## src/rtl/sdram_arb_pkg.sv

```systemverilog
// sdram_arb_pkg: shared types and default sizing for the multi-port SDRAM
// arbiter, plus the round-robin pointer advance helper.
package sdram_arb_pkg;

  typedef enum logic {
    ARB_IDLE = 1'b0,
    ARB_BUSY = 1'b1
  } arb_state_e;

  localparam int ARB_NUM_PORTS_DEF   = 4;
  localparam int ARB_ADDR_W_DEF      = 24;
  localparam int ARB_DATA_W_DEF      = 16;
  localparam int ARB_WAIT_CYCLES_DEF = 2;
  // Wait counter covers the full 0..7 WAIT_CYCLES range.
  localparam int ARB_CNT_W           = 3;

  // Index after idx (mod n), stepping over the priority port so the
  // round-robin pointer never rests on it.
  function automatic int arb_next_idx(input int idx, input int n, input int skip);
    int nxt;
    nxt = (idx + 1) % n;
    if (nxt == skip) nxt = (nxt + 1) % n;
    return nxt;
  endfunction

endpackage

```

## src/rtl/sdram_mport_arbiter_if.sv

```systemverilog
// sdram_mport_arbiter_if: downstream command/response bus between the
// arbiter (master) and the SDRAM controller (slave).
interface sdram_mport_arbiter_if
  import sdram_arb_pkg::*;
#(
  parameter int ADDR_W = ARB_ADDR_W_DEF,
  parameter int DATA_W = ARB_DATA_W_DEF
);
  localparam int MASK_W = DATA_W / 8;

  logic              sdram_cmd_valid;
  logic              sdram_rd;
  logic              sdram_wr;
  logic              sdram_burst;
  logic              sdram_ack;
  logic [ADDR_W-1:0] sdram_addr_x16;
  logic [DATA_W-1:0] sdram_wdata;
  logic [MASK_W-1:0] sdram_wmask;
  logic              sdram_cmd_ready;
  logic              sdram_rdy;
  logic              sdram_resp_valid;
  logic              sdram_resp_last;
  logic [DATA_W-1:0] sdram_rdata;

  modport master (
    output sdram_cmd_valid, sdram_rd, sdram_wr, sdram_burst, sdram_ack,
           sdram_addr_x16, sdram_wdata, sdram_wmask,
    input  sdram_cmd_ready, sdram_rdy, sdram_resp_valid, sdram_resp_last,
           sdram_rdata
  );

  modport slave (
    input  sdram_cmd_valid, sdram_rd, sdram_wr, sdram_burst, sdram_ack,
           sdram_addr_x16, sdram_wdata, sdram_wmask,
    output sdram_cmd_ready, sdram_rdy, sdram_resp_valid, sdram_resp_last,
           sdram_rdata
  );

endinterface

```

## src/rtl/sdram_arb_rr_picker.sv

```systemverilog
// sdram_arb_rr_picker: picks the first requesting port at or after ptr_i,
// wrapping around; returns a one-hot grant and its index.
module sdram_arb_rr_picker #(
  parameter int NUM_PORTS = 4,
  parameter int IDX_W     = 2
) (
  input  logic [NUM_PORTS-1:0] req_i,
  input  logic [IDX_W-1:0]     ptr_i,
  output logic [NUM_PORTS-1:0] gnt_o,
  output logic [IDX_W-1:0]     idx_o
);

  logic found;
  int   cand;

  // Circular scan from the pointer; first hit wins.
  always_comb begin
    gnt_o = '0;
    idx_o = '0;
    found = 1'b0;
    cand  = 0;
    for (int k = 0; k < NUM_PORTS; k++) begin
      cand = (int'(ptr_i) + k) % NUM_PORTS;
      if (!found && req_i[cand]) begin
        found       = 1'b1;
        gnt_o[cand] = 1'b1;
        idx_o       = IDX_W'(cand);
      end
    end
  end

endmodule

```

## src/rtl/sdram_mport_arbiter.sv

```systemverilog
// sdram_mport_arbiter: multi-port SDRAM command arbiter. PRIO_PORT (video)
// always wins; other ports are picked lowest-index first, or round-robin when
// SDRAM_ARB_ROUND_ROBIN_EN is defined. One transaction is owned at a time and
// released by the owner's port_ack.
//
// state    | meaning
// ARB_IDLE | no owner; winner's command presented downstream, grant on accept
// ARB_BUSY | owner's transaction in flight; ends on the owner's port_ack
module sdram_mport_arbiter
  import sdram_arb_pkg::*;
#(
  parameter int NUM_PORTS   = ARB_NUM_PORTS_DEF,
  parameter int ADDR_W      = ARB_ADDR_W_DEF,
  parameter int DATA_W      = ARB_DATA_W_DEF,
  parameter int WAIT_CYCLES = ARB_WAIT_CYCLES_DEF,
  parameter int PRIO_PORT   = 0,
  localparam int IDX_W      = $clog2(NUM_PORTS),
  localparam int MASK_W     = DATA_W / 8
) (
  input  logic                        clk_i,
  input  logic                        rst_ni,
  input  logic [NUM_PORTS-1:0]        port_cmd_valid,
  input  logic [NUM_PORTS-1:0]        port_rd,
  input  logic [NUM_PORTS-1:0]        port_wr,
  input  logic [NUM_PORTS-1:0]        port_burst,
  input  logic [NUM_PORTS-1:0]        port_ack,
  input  logic [NUM_PORTS*ADDR_W-1:0] port_addr_x16,
  input  logic [NUM_PORTS*DATA_W-1:0] port_wdata,
  input  logic [NUM_PORTS*MASK_W-1:0] port_wmask,
  output logic [NUM_PORTS-1:0]        port_cmd_ready,
  output logic [NUM_PORTS-1:0]        port_rdy,
  output logic [NUM_PORTS-1:0]        port_resp_valid,
  output logic [NUM_PORTS-1:0]        port_resp_last,
  output logic [DATA_W-1:0]           port_rdata,
  sdram_mport_arbiter_if.master       sdram,
  output logic [IDX_W-1:0]            owner_o,
  output logic                        busy_o
);

  localparam logic [IDX_W-1:0]     PRIO_IDX = IDX_W'(PRIO_PORT);
  localparam logic [ARB_CNT_W-1:0] WAIT_LD  = ARB_CNT_W'(WAIT_CYCLES);

  arb_state_e           state_q, state_d;
  logic [IDX_W-1:0]     owner_q, owner_d;
  logic [ARB_CNT_W-1:0] cnt_q, cnt_d;
  logic                 busy_q, busy_d;

  logic [NUM_PORTS-1:0] req_np;
  logic                 prio_req;
  logic [IDX_W-1:0]     np_idx;
  logic                 np_found;
  logic [IDX_W-1:0]     win_idx;
  logic                 win_found;
  logic                 idle_live;
  logic                 busy_live;
  logic                 accept;
  logic [IDX_W-1:0]     sel_idx;

  logic [ADDR_W-1:0] addr_a  [NUM_PORTS];
  logic [DATA_W-1:0] wdata_a [NUM_PORTS];
  logic [MASK_W-1:0] wmask_a [NUM_PORTS];

  for (genvar g = 0; g < NUM_PORTS; g++) begin : g_unpack
    assign addr_a[g]  = port_addr_x16[g*ADDR_W +: ADDR_W];
    assign wdata_a[g] = port_wdata[g*DATA_W +: DATA_W];
    assign wmask_a[g] = port_wmask[g*MASK_W +: MASK_W];
  end

  assign prio_req = port_cmd_valid[PRIO_PORT];

  // Requests competing below the priority port.
  always_comb begin
    req_np            = port_cmd_valid;
    req_np[PRIO_PORT] = 1'b0;
  end

`ifdef SDRAM_ARB_ROUND_ROBIN_EN
  localparam logic [IDX_W-1:0] RR_RST = IDX_W'((PRIO_PORT == 0) ? 1 : 0);

  logic [IDX_W-1:0]     rr_ptr_q, rr_ptr_d;
  logic [NUM_PORTS-1:0] np_gnt;

  sdram_arb_rr_picker #(
    .NUM_PORTS (NUM_PORTS),
    .IDX_W     (IDX_W)
  ) u_rr_picker (
    .req_i (req_np),
    .ptr_i (rr_ptr_q),
    .gnt_o (np_gnt),
    .idx_o (np_idx)
  );

  assign np_found = |np_gnt;

  // Pointer moves past a non-priority winner only when it is actually granted.
  always_comb begin
    rr_ptr_d = rr_ptr_q;
    if (accept && !prio_req)
      rr_ptr_d = IDX_W'(arb_next_idx(int'(win_idx), NUM_PORTS, PRIO_PORT));
  end
`else
  // Fixed selection: lowest-index non-priority requester.
  always_comb begin
    np_idx   = '0;
    np_found = 1'b0;
    for (int i = NUM_PORTS - 1; i >= 0; i--) begin
      if (req_np[i]) begin
        np_idx   = IDX_W'(i);
        np_found = 1'b1;
      end
    end
  end
`endif

  assign win_found = prio_req | np_found;
  assign win_idx   = prio_req ? PRIO_IDX : np_idx;
  assign idle_live = rst_ni && (state_q == ARB_IDLE);
  assign busy_live = rst_ni && (state_q == ARB_BUSY);
  assign accept    = idle_live && win_found && sdram.sdram_cmd_ready;
  assign sel_idx   = idle_live ? win_idx : owner_q;

  // Next-state: grant on accept, release on the owner's ack only.
  always_comb begin
    state_d = state_q;
    owner_d = owner_q;
    cnt_d   = (cnt_q != '0) ? cnt_q - 1'b1 : cnt_q;
    if (state_q == ARB_IDLE) begin
      if (accept) begin
        state_d = ARB_BUSY;
        owner_d = win_idx;
        cnt_d   = WAIT_LD;
      end
    end else if (port_ack[owner_q]) begin
      state_d = ARB_IDLE;
    end
    busy_d = (state_d == ARB_BUSY);
  end

  // FSM and registered status outputs.
  always_ff @(posedge clk_i or negedge rst_ni) begin
    if (!rst_ni) begin
      state_q  <= ARB_IDLE;
      owner_q  <= '0;
      cnt_q    <= '0;
      busy_q   <= 1'b0;
`ifdef SDRAM_ARB_ROUND_ROBIN_EN
      rr_ptr_q <= RR_RST;
`endif
    end else begin
      state_q  <= state_d;
      owner_q  <= owner_d;
      cnt_q    <= cnt_d;
      busy_q   <= busy_d;
`ifdef SDRAM_ARB_ROUND_ROBIN_EN
      rr_ptr_q <= rr_ptr_d;
`endif
    end
  end

  assign owner_o = owner_q;
  assign busy_o  = busy_q;

  // Downstream muxing and per-port handshakes. In IDLE the fields follow the
  // current winner so the controller sees a full command with cmd_valid;
  // with no winner (or in reset) everything is driven to zero.
  always_comb begin
    port_cmd_ready         = '0;
    port_rdy               = '0;
    port_resp_valid        = '0;
    port_resp_last         = '0;
    sdram.sdram_cmd_valid  = 1'b0;
    sdram.sdram_rd         = 1'b0;
    sdram.sdram_wr         = 1'b0;
    sdram.sdram_burst      = 1'b0;
    sdram.sdram_ack        = 1'b0;
    sdram.sdram_addr_x16   = '0;
    sdram.sdram_wdata      = '0;
    sdram.sdram_wmask      = '0;
    if (idle_live) sdram.sdram_cmd_valid = |port_cmd_valid;
    if ((idle_live && win_found) || busy_live) begin
      sdram.sdram_rd       = port_rd[sel_idx];
      sdram.sdram_wr       = port_wr[sel_idx];
      sdram.sdram_burst    = port_burst[sel_idx];
      sdram.sdram_addr_x16 = addr_a[sel_idx];
      sdram.sdram_wdata    = wdata_a[sel_idx];
      sdram.sdram_wmask    = wmask_a[sel_idx];
    end
    if (idle_live && win_found) port_cmd_ready[win_idx] = sdram.sdram_cmd_ready;
    if (busy_live) begin
      sdram.sdram_ack          = port_ack[owner_q];
      port_rdy[owner_q]        = (cnt_q == '0) && sdram.sdram_rdy;
      port_resp_valid[owner_q] = sdram.sdram_resp_valid;
      port_resp_last[owner_q]  = sdram.sdram_resp_last;
    end
  end

  assign port_rdata = sdram.sdram_rdata;

endmodule

```

## src/flat_wrapper.sv

```systemverilog
// flat-port wrapper written by rule: the top's interface ports become plain ports
module sdram_mport_arbiter_flat import sdram_arb_pkg::*;
#(
  parameter int NUM_PORTS   = ARB_NUM_PORTS_DEF,
  parameter int ADDR_W      = ARB_ADDR_W_DEF,
  parameter int DATA_W      = ARB_DATA_W_DEF,
  parameter int WAIT_CYCLES = ARB_WAIT_CYCLES_DEF,
  parameter int PRIO_PORT   = 0,
  localparam int IDX_W      = $clog2(NUM_PORTS),
  localparam int MASK_W     = DATA_W / 8
)
  (clk_i, rst_ni, port_cmd_valid, port_rd, port_wr, port_burst, port_ack, port_addr_x16, port_wdata, port_wmask, port_cmd_ready, port_rdy, port_resp_valid, port_resp_last, port_rdata, owner_o, busy_o, sdram_sdram_cmd_valid, sdram_sdram_rd, sdram_sdram_wr, sdram_sdram_burst, sdram_sdram_ack, sdram_sdram_addr_x16, sdram_sdram_wdata, sdram_sdram_wmask, sdram_sdram_cmd_ready, sdram_sdram_rdy, sdram_sdram_resp_valid, sdram_sdram_resp_last, sdram_sdram_rdata);
  sdram_mport_arbiter_if #(.ADDR_W(ADDR_W), .DATA_W(DATA_W)) sdram_i ();
  input  logic clk_i;
  input  logic rst_ni;
  input  logic [NUM_PORTS-1:0] port_cmd_valid;
  input  logic [NUM_PORTS-1:0] port_rd;
  input  logic [NUM_PORTS-1:0] port_wr;
  input  logic [NUM_PORTS-1:0] port_burst;
  input  logic [NUM_PORTS-1:0] port_ack;
  input  logic [NUM_PORTS*ADDR_W-1:0] port_addr_x16;
  input  logic [NUM_PORTS*DATA_W-1:0] port_wdata;
  input  logic [NUM_PORTS*MASK_W-1:0] port_wmask;
  output logic [NUM_PORTS-1:0] port_cmd_ready;
  output logic [NUM_PORTS-1:0] port_rdy;
  output logic [NUM_PORTS-1:0] port_resp_valid;
  output logic [NUM_PORTS-1:0] port_resp_last;
  output logic [DATA_W-1:0] port_rdata;
  output logic [IDX_W-1:0] owner_o;
  output logic busy_o;
  output wire logic [$bits(sdram_i.sdram_cmd_valid)-1:0] sdram_sdram_cmd_valid;
  output wire logic [$bits(sdram_i.sdram_rd)-1:0] sdram_sdram_rd;
  output wire logic [$bits(sdram_i.sdram_wr)-1:0] sdram_sdram_wr;
  output wire logic [$bits(sdram_i.sdram_burst)-1:0] sdram_sdram_burst;
  output wire logic [$bits(sdram_i.sdram_ack)-1:0] sdram_sdram_ack;
  output wire logic [$bits(sdram_i.sdram_addr_x16)-1:0] sdram_sdram_addr_x16;
  output wire logic [$bits(sdram_i.sdram_wdata)-1:0] sdram_sdram_wdata;
  output wire logic [$bits(sdram_i.sdram_wmask)-1:0] sdram_sdram_wmask;
  input wire logic [$bits(sdram_i.sdram_cmd_ready)-1:0] sdram_sdram_cmd_ready;
  input wire logic [$bits(sdram_i.sdram_rdy)-1:0] sdram_sdram_rdy;
  input wire logic [$bits(sdram_i.sdram_resp_valid)-1:0] sdram_sdram_resp_valid;
  input wire logic [$bits(sdram_i.sdram_resp_last)-1:0] sdram_sdram_resp_last;
  input wire logic [$bits(sdram_i.sdram_rdata)-1:0] sdram_sdram_rdata;
  assign sdram_sdram_cmd_valid = sdram_i.sdram_cmd_valid;
  assign sdram_sdram_rd = sdram_i.sdram_rd;
  assign sdram_sdram_wr = sdram_i.sdram_wr;
  assign sdram_sdram_burst = sdram_i.sdram_burst;
  assign sdram_sdram_ack = sdram_i.sdram_ack;
  assign sdram_sdram_addr_x16 = sdram_i.sdram_addr_x16;
  assign sdram_sdram_wdata = sdram_i.sdram_wdata;
  assign sdram_sdram_wmask = sdram_i.sdram_wmask;
  assign sdram_i.sdram_cmd_ready = sdram_sdram_cmd_ready;
  assign sdram_i.sdram_rdy = sdram_sdram_rdy;
  assign sdram_i.sdram_resp_valid = sdram_sdram_resp_valid;
  assign sdram_i.sdram_resp_last = sdram_sdram_resp_last;
  assign sdram_i.sdram_rdata = sdram_sdram_rdata;
  sdram_mport_arbiter #(.NUM_PORTS(NUM_PORTS), .ADDR_W(ADDR_W), .DATA_W(DATA_W), .WAIT_CYCLES(WAIT_CYCLES), .PRIO_PORT(PRIO_PORT)) u_core (.clk_i(clk_i), .rst_ni(rst_ni), .port_cmd_valid(port_cmd_valid), .port_rd(port_rd), .port_wr(port_wr), .port_burst(port_burst), .port_ack(port_ack), .port_addr_x16(port_addr_x16), .port_wdata(port_wdata), .port_wmask(port_wmask), .port_cmd_ready(port_cmd_ready), .port_rdy(port_rdy), .port_resp_valid(port_resp_valid), .port_resp_last(port_resp_last), .port_rdata(port_rdata), .sdram(sdram_i), .owner_o(owner_o), .busy_o(busy_o));
endmodule
```

## config.mk

```make
export PLATFORM = sky130hd
export DESIGN_NAME = sdram_mport_arbiter_flat
export DESIGN_NICKNAME = d
export VERILOG_FILES = /design/src/rtl/sdram_arb_pkg.sv /design/src/rtl/sdram_mport_arbiter_if.sv /design/src/rtl/sdram_arb_rr_picker.sv /design/src/rtl/sdram_mport_arbiter.sv /design/src/flat_wrapper.sv
export SDC_FILE = /design/constraint.sdc
export NUM_CORES = 1
export LEC_CHECK = 0
export CORE_AREA = 5 5 110 112
export DETAILED_ROUTE_END_ITERATION = 7
export DIE_AREA = 0 0 115 117
export PLACE_DENSITY = 0.79
export SLEW_MARGIN = 5
export SYNTH_ARGS = -nofsm -noshare
export SYNTH_HDL_FRONTEND = slang
export SYNTH_SLANG_ARGS = --single-unit
```

## constraint.sdc

```tcl
create_clock -name clk_i -period 5.12 [get_ports clk_i]
set_input_delay 0.768 -clock clk_i [delete_from_list [all_inputs] [get_ports clk_i]]
set_output_delay 0.768 -clock clk_i [all_outputs]
set_load 0.02 [all_outputs]
```

# [Word level (Yosys, flattened, before mapping)]
# Cells that the tools add are included.
[op_classes] n_div=0 bitwise=7 addsub=1 shifts=0 n_mux=47 n_eq_ne=0 order_cmp=6 mul=0 reduce_logical=12
[op_table] op="$mux W24" count=3
[op_table] op="$bmux W24 S2" count=1
[op_table] op="$mux W16" count=3
[op_table] op="$bmux W16 S2" count=1
[op_table] op="$mux W1" count=17
[op_table] op="$and A4 B4 Y4" count=4
[op_table] op="$mux W2" count=8
[op_table] op="$mux W4" count=4
[op_table] op="$lt A2 B3 Y1 const B" count=3
[op_table] op="$mux W3" count=3
[op_table] op="$bmux W1 S2" count=4
[op_table] op="$logic_and A1 B1 Y1" count=7
[op_table] op="$bmux W2 S2" count=1
[op_table] op="$demux W1 S2" count=2
[op_table] op="$ge A2 B1 Y1 const B" count=2
[op_table] op="$reduce_or A4 Y1" count=1
[op_table] op="$ge A3 B3 Y1 const B" count=1
[op_table] op="$logic_not A3 Y1" count=1
[op_table] op="$not A2 Y3" count=1
[op_table] op="$reduce_bool A3 Y1" count=1
[op_table] op="$sub A3 B1 Y3 const B" count=1
[op_table] op="$reduce_and A2 Y1" count=1
[op_table] op="$logic_or A1 B1 Y1" count=1
[op_table] op="$not A1 Y1" count=1
[op_table] op="$or A1 B1 Y1" count=1
[totals] wordCells=76 ff_bits=6 latchBits=0 mem_bits_ro=0 ram_bits=0 memories=0

# [Logic depth before layout (Yosys ltp)]
[depth] word_depth=10 ltp_mapped=9

# [Worst setup path after synthesis]
# No wires, ideal clock.
[synth_timing] path_kind="input -> output" start="input port_cmd_valid[0]" end="output port_cmd_ready[1]" t_arrival_ns=2.437 cell_stages=6 path_buffers=2 setup_slack_ns=1.915 path_cell_list="clkbuf_1 > clkbuf_1 > nor2_1 > a21oi_1 > nand2_1 > nor3_1"
[synth_via] elab_chain_cells=7 word_cells_on_any_way=10 cone_classes="2 x order compare; 4 x mux; 2 x bitwise; 2 x reduce/logical"
[synth_rtl] item="start: declaration" line_no="flat_wrapper.sv:16" text="input logic [NUM_PORTS-1:0] port_cmd_valid;"
[synth_rtl] item="$mux W2" line_no="sdram_mport_arbiter.sv:116" text="assign win_idx = prio_req ? PRIO_IDX : np_idx;"
[synth_rtl] item="$lt A2 B3 Y1 (not written as such) / $ge A2 B1 Y1 (equally long branches)" line_no="sdram_mport_arbiter.sv:188" text="if (idle_live && win_found) port_cmd_ready[win_idx] = sdram.sdram_cmd_ready;"
[synth_rtl] item="$logic_and A1 B1 Y1 (not written as such)" line_no="sdram_mport_arbiter.sv:188"
[synth_rtl] item="$mux W1 (not written as such)" line_no="sdram_mport_arbiter.sv:188"
[synth_rtl] item="$demux W1 S2"
[synth_rtl] item="$and A4 B4 Y4 (no line)"
[synth_rtl] item="$mux W4 *" line_no="sdram_mport_arbiter.sv:188"
[synth_rtl] item="end: declaration" line_no="flat_wrapper.sv:24" text="output logic [NUM_PORTS-1:0] port_cmd_ready;"
# Mark *: on every way between the ends. The rest lies on a longest branch, timed or not.

# [Final worst setup path]
[layout_timing] start="input port_cmd_valid[2]" end="output sdram_sdram_addr_x16[5]"
[layout_via] elab_chain_cells=9 word_cells_on_any_way=14 cone_classes="10 x mux; 2 x bitwise; 2 x reduce/logical"
[layout_rtl] item="$mux W2 (2 in a row)" line_no="sdram_mport_arbiter.sv:107" text="if (req_np[i]) begin"
[layout_rtl] item="$mux W2" line_no="sdram_mport_arbiter.sv:116"
[layout_rtl] item="$mux W2" line_no="sdram_mport_arbiter.sv:120" text="assign sel_idx = idle_live ? win_idx : owner_q;"
[layout_rtl] item="$not A2 Y3 (not written as such)" line_no="sdram_mport_arbiter.sv:184" text="sdram.sdram_addr_x16 = addr_a[sel_idx];"
[layout_rtl] item="$bmux W24 S2" line_no="sdram_mport_arbiter.sv:184"
[layout_rtl] item="$mux W24 (not written as such) (2 in a row)" line_no="sdram_mport_arbiter.sv:184"
[layout_rtl] item="$mux W24 *" line_no="sdram_mport_arbiter.sv:180" text="if ((idle_live && win_found) || busy_live) begin"
[layout_rtl] item="end: declaration" line_no="flat_wrapper.sv:36" text="output wire logic [$bits(sdram_i.sdram_addr_x16)-1:0] sdram_sdram_addr_x16;"
# Mark *: on every way between the ends. The rest lies on a longest branch, timed or not. The select of a mux whose other input is x is not followed.

==> out/metrics.cfg <==
[setup_path]
cp_slowest_cell = clkdlybuf4s50_1
crit_arrival_ns = 3.63
crit_chain = clkdlybuf4s50_1, nand2b_2, a211o_2, buf_4, a211oi_1, o221ai_1, clkdlybuf4s50_1
cpMostUsedCell = clkdlybuf4s50_1
cp_slowest_stage_delay_ns = 0.68
worstSetupPathType = in -> out
critical_path_required_ns = 4.35
critPathCaptureType = output pin
start_kind = input pin
cp_max_fo = 42

[clock_network]
htreeDepth = 1
worstSkewPairLatency_ns = 0.23
cts_made_buffers = 3
cts_buffer_depth = 2
holdBufCountCts = 0
clock_sinks = 6
clkSlewWorstSetupHoldPaths_ns = 0.03
cts_resized = 0
cts_tree = yes
cts_setup_buffers = 0
root_buffer = clkbuf_16

[floorplan]
core-area_um2 = 11100
start_util = 0.301
die_w_um = 115
die_area_um2 = 13500
rows = 39
die_y_um = 117
io_pins = 292

[yosys]
syn_area_um2 = 3350
synthMuxAreaShare = 0.0101
avgSynthCellArea_um2 = 6.46
synth_xor_area_frac = 0.00262
yosys.cell_types.count = 35
yosys.area_share.simple = 0.275
synth_nets = 731
synthCells = 518
ys_seq_area_frac = 0.0449
synth_top_family_by_area = compound AO/OA/AOI/OAI gates
synthAdderAreaFrac = 0.0112
ys_ff_latch = 6
synth-compound-area-share = 0.456
yosysWarnings = 0

[timing]
min_period_over_period = 0.860
hold_viol_final = 0
setup_violations = 0
setup_tns_ns = 0
setup_ws_ns = 0.719
worst_pin_slew_ns = 0.954
drv_slew = 0
hold-worst-slack_ns = 0.519
fin_crit_ns = 4.40
rsz0062_at_grt = false
slew_headroom = 0.362
max_freq_mhz = 227
finClkSkew_ns = 0.00270

[route]
wl_per_cell_um = 19.2
via_count = 4990
drt_wl_total_um = 16200
avgViaCountPerCell = 5.91
dr.pass1.iters = 5
ant_nets = 0
drcViolationCount = 0
drt-initial-drc-count = 380

[worst_hold_path]
hold_class = reg -> reg

[layout]
diodes = 0
nets = 915
layout.cells.non_filler = 844
most-common-layout-cells = clkdlybuf4s50_1, inv_1, nand2_1, and3_1, nand4_1
fillers = 1070
final_common_cell = clkdlybuf4s50_1
post-route-util = 0.524
final_layout_size_suffix_gt1_frac = 0.0399
area_growth_pct = 74.2

[power]
pwr_density_cell_nw_per_um2 = 249
ir_drop_mv = 0.170
p_leak_uw = 0.00222

[grt]
grt_max_degree = 64
grt_pass1_wl_um = 24500
overflow = 0
gr-usage-all-layers = 0.221
antenna_found_initial = 0
grt_pass1_vias = 4793

[placed_design]
dpl.hpwl_um = 12100
io_buffers = 259
place.gp.congestion = 0.879
place_ws_ns = 0.712
placed_cells = 840

[status]
run_status = completed

[run]
maxCapViolations = 0

==> cell type report <==
type / count / area [um^2] / share of cell area
Timing Repair Buffer: 273 / 2690 / 0.462
Clock buffer: 4 / 78.8 / 0.0135
Sequential cell: 6 / 151 / 0.0260
Tap cell: 143 / 179 / 0.0307
Inverter: 51 / 191 / 0.0328
Multi-Input combinational cell: 367 / 2540 / 0.435
==> cell usage after synthesis (all sizes together) <==
master    n  area share
and2      2      0.0045
and4      1      0.0026
buf      33       0.074
mux4      1      0.0067
mux2      1      0.0034
o211ai    1      0.0022
nor4      1      0.0019
a21oi     3      0.0045
a21boi   45        0.10
nor3      4      0.0060
a2111oi  45        0.12
nand2    52       0.058
nand3     2      0.0030
o311a     1      0.0030
o21ai     1      0.0015
and3     47       0.088
clkbuf   61       0.068
dfrtp     6       0.045
ha        3       0.011
nand2b    4      0.0097
nor2     12       0.013
a211o     1      0.0026
inv      51       0.057
nor2b     1      0.0019
o22a      1      0.0026
a211oi   45        0.10
o41ai     1      0.0026
xor2      1      0.0026
nand4    46       0.086
o221ai   45        0.12
==> report_power, final <==
part           switching, uW  internal, uW  leakage [uW]  total, uW
clock                   30.1           104     0.0000382        134
combinational            649           551       0.00211       1200
sequential              51.9          64.5     0.0000732        116
total                    731           720       0.00222       1450
==> registers in the layout, summed over array words and instances (netlist names) <==
| register | cells |
|---|---|
| u_core.cnt_q | 3 |
| u_core.owner_o | 2 |
| u_core.state_q | 1 |
==> final timing paths <==
kind / slack, ns / depth (start not counted) / start / to
max: 0.72 / 7 / port_cmd_valid[2] / sdram_sdram_addr_x16[5]
min: 0.52 / 2 / u_core.cnt_q[1]$_DFF_PN0_ / u_core.cnt_q[1]$_DFF_PN0_
max reg2reg: 2.95 / 3 / u_core.owner_o[0]$_DFFE_PN0P_ / u_core.state_q$_DFF_PN0_
min reg2reg: 0.52 / 2 / u_core.cnt_q[1]$_DFF_PN0_ / u_core.cnt_q[1]$_DFF_PN0_
max in group asynchronous: 4.01 / 2 / rst_ni / u_core.owner_o[0]$_DFFE_PN0P_
min in group asynchronous: 0.94 / 2 / rst_ni / u_core.owner_o[1]$_DFFE_PN0P_
==> layer usage <==
layer	vias to the layer above	global-route usage	wire length [um]
met3	40	0.0391	1250
li1	2370	-	-
met2	245	0.395	8130
met5	-	0	0
met1	2335	0.272	6450
met4	0	0.0618	374
==> worst max-delay path: cells and delay by family <==
family	cells	cell delay, ns
simple gates	1	0.40
compound gates	3	0.81
buf+inv	3	1.63
==> through the flow <==
step | power (uW) | area [um^2]
floorplan | 842 | 3350
global placement | 1290 | 5750
detailed placement | 1310 | 5750
CTS | 1450 | 5830
global route | 1550 | 5830
finish | 1450 | 5830
==> cell families after synthesis <==
group | count (synthesis)
AOI/OAI and AO/OA | 189
xor gates and xnor gates | 1
adders and majority gates | 3
buffers and inverters | 145
DFF | 6
muxes | 2
and+or+nand+nor | 172
Note: power is estimated with default switching activity, not from simulation.
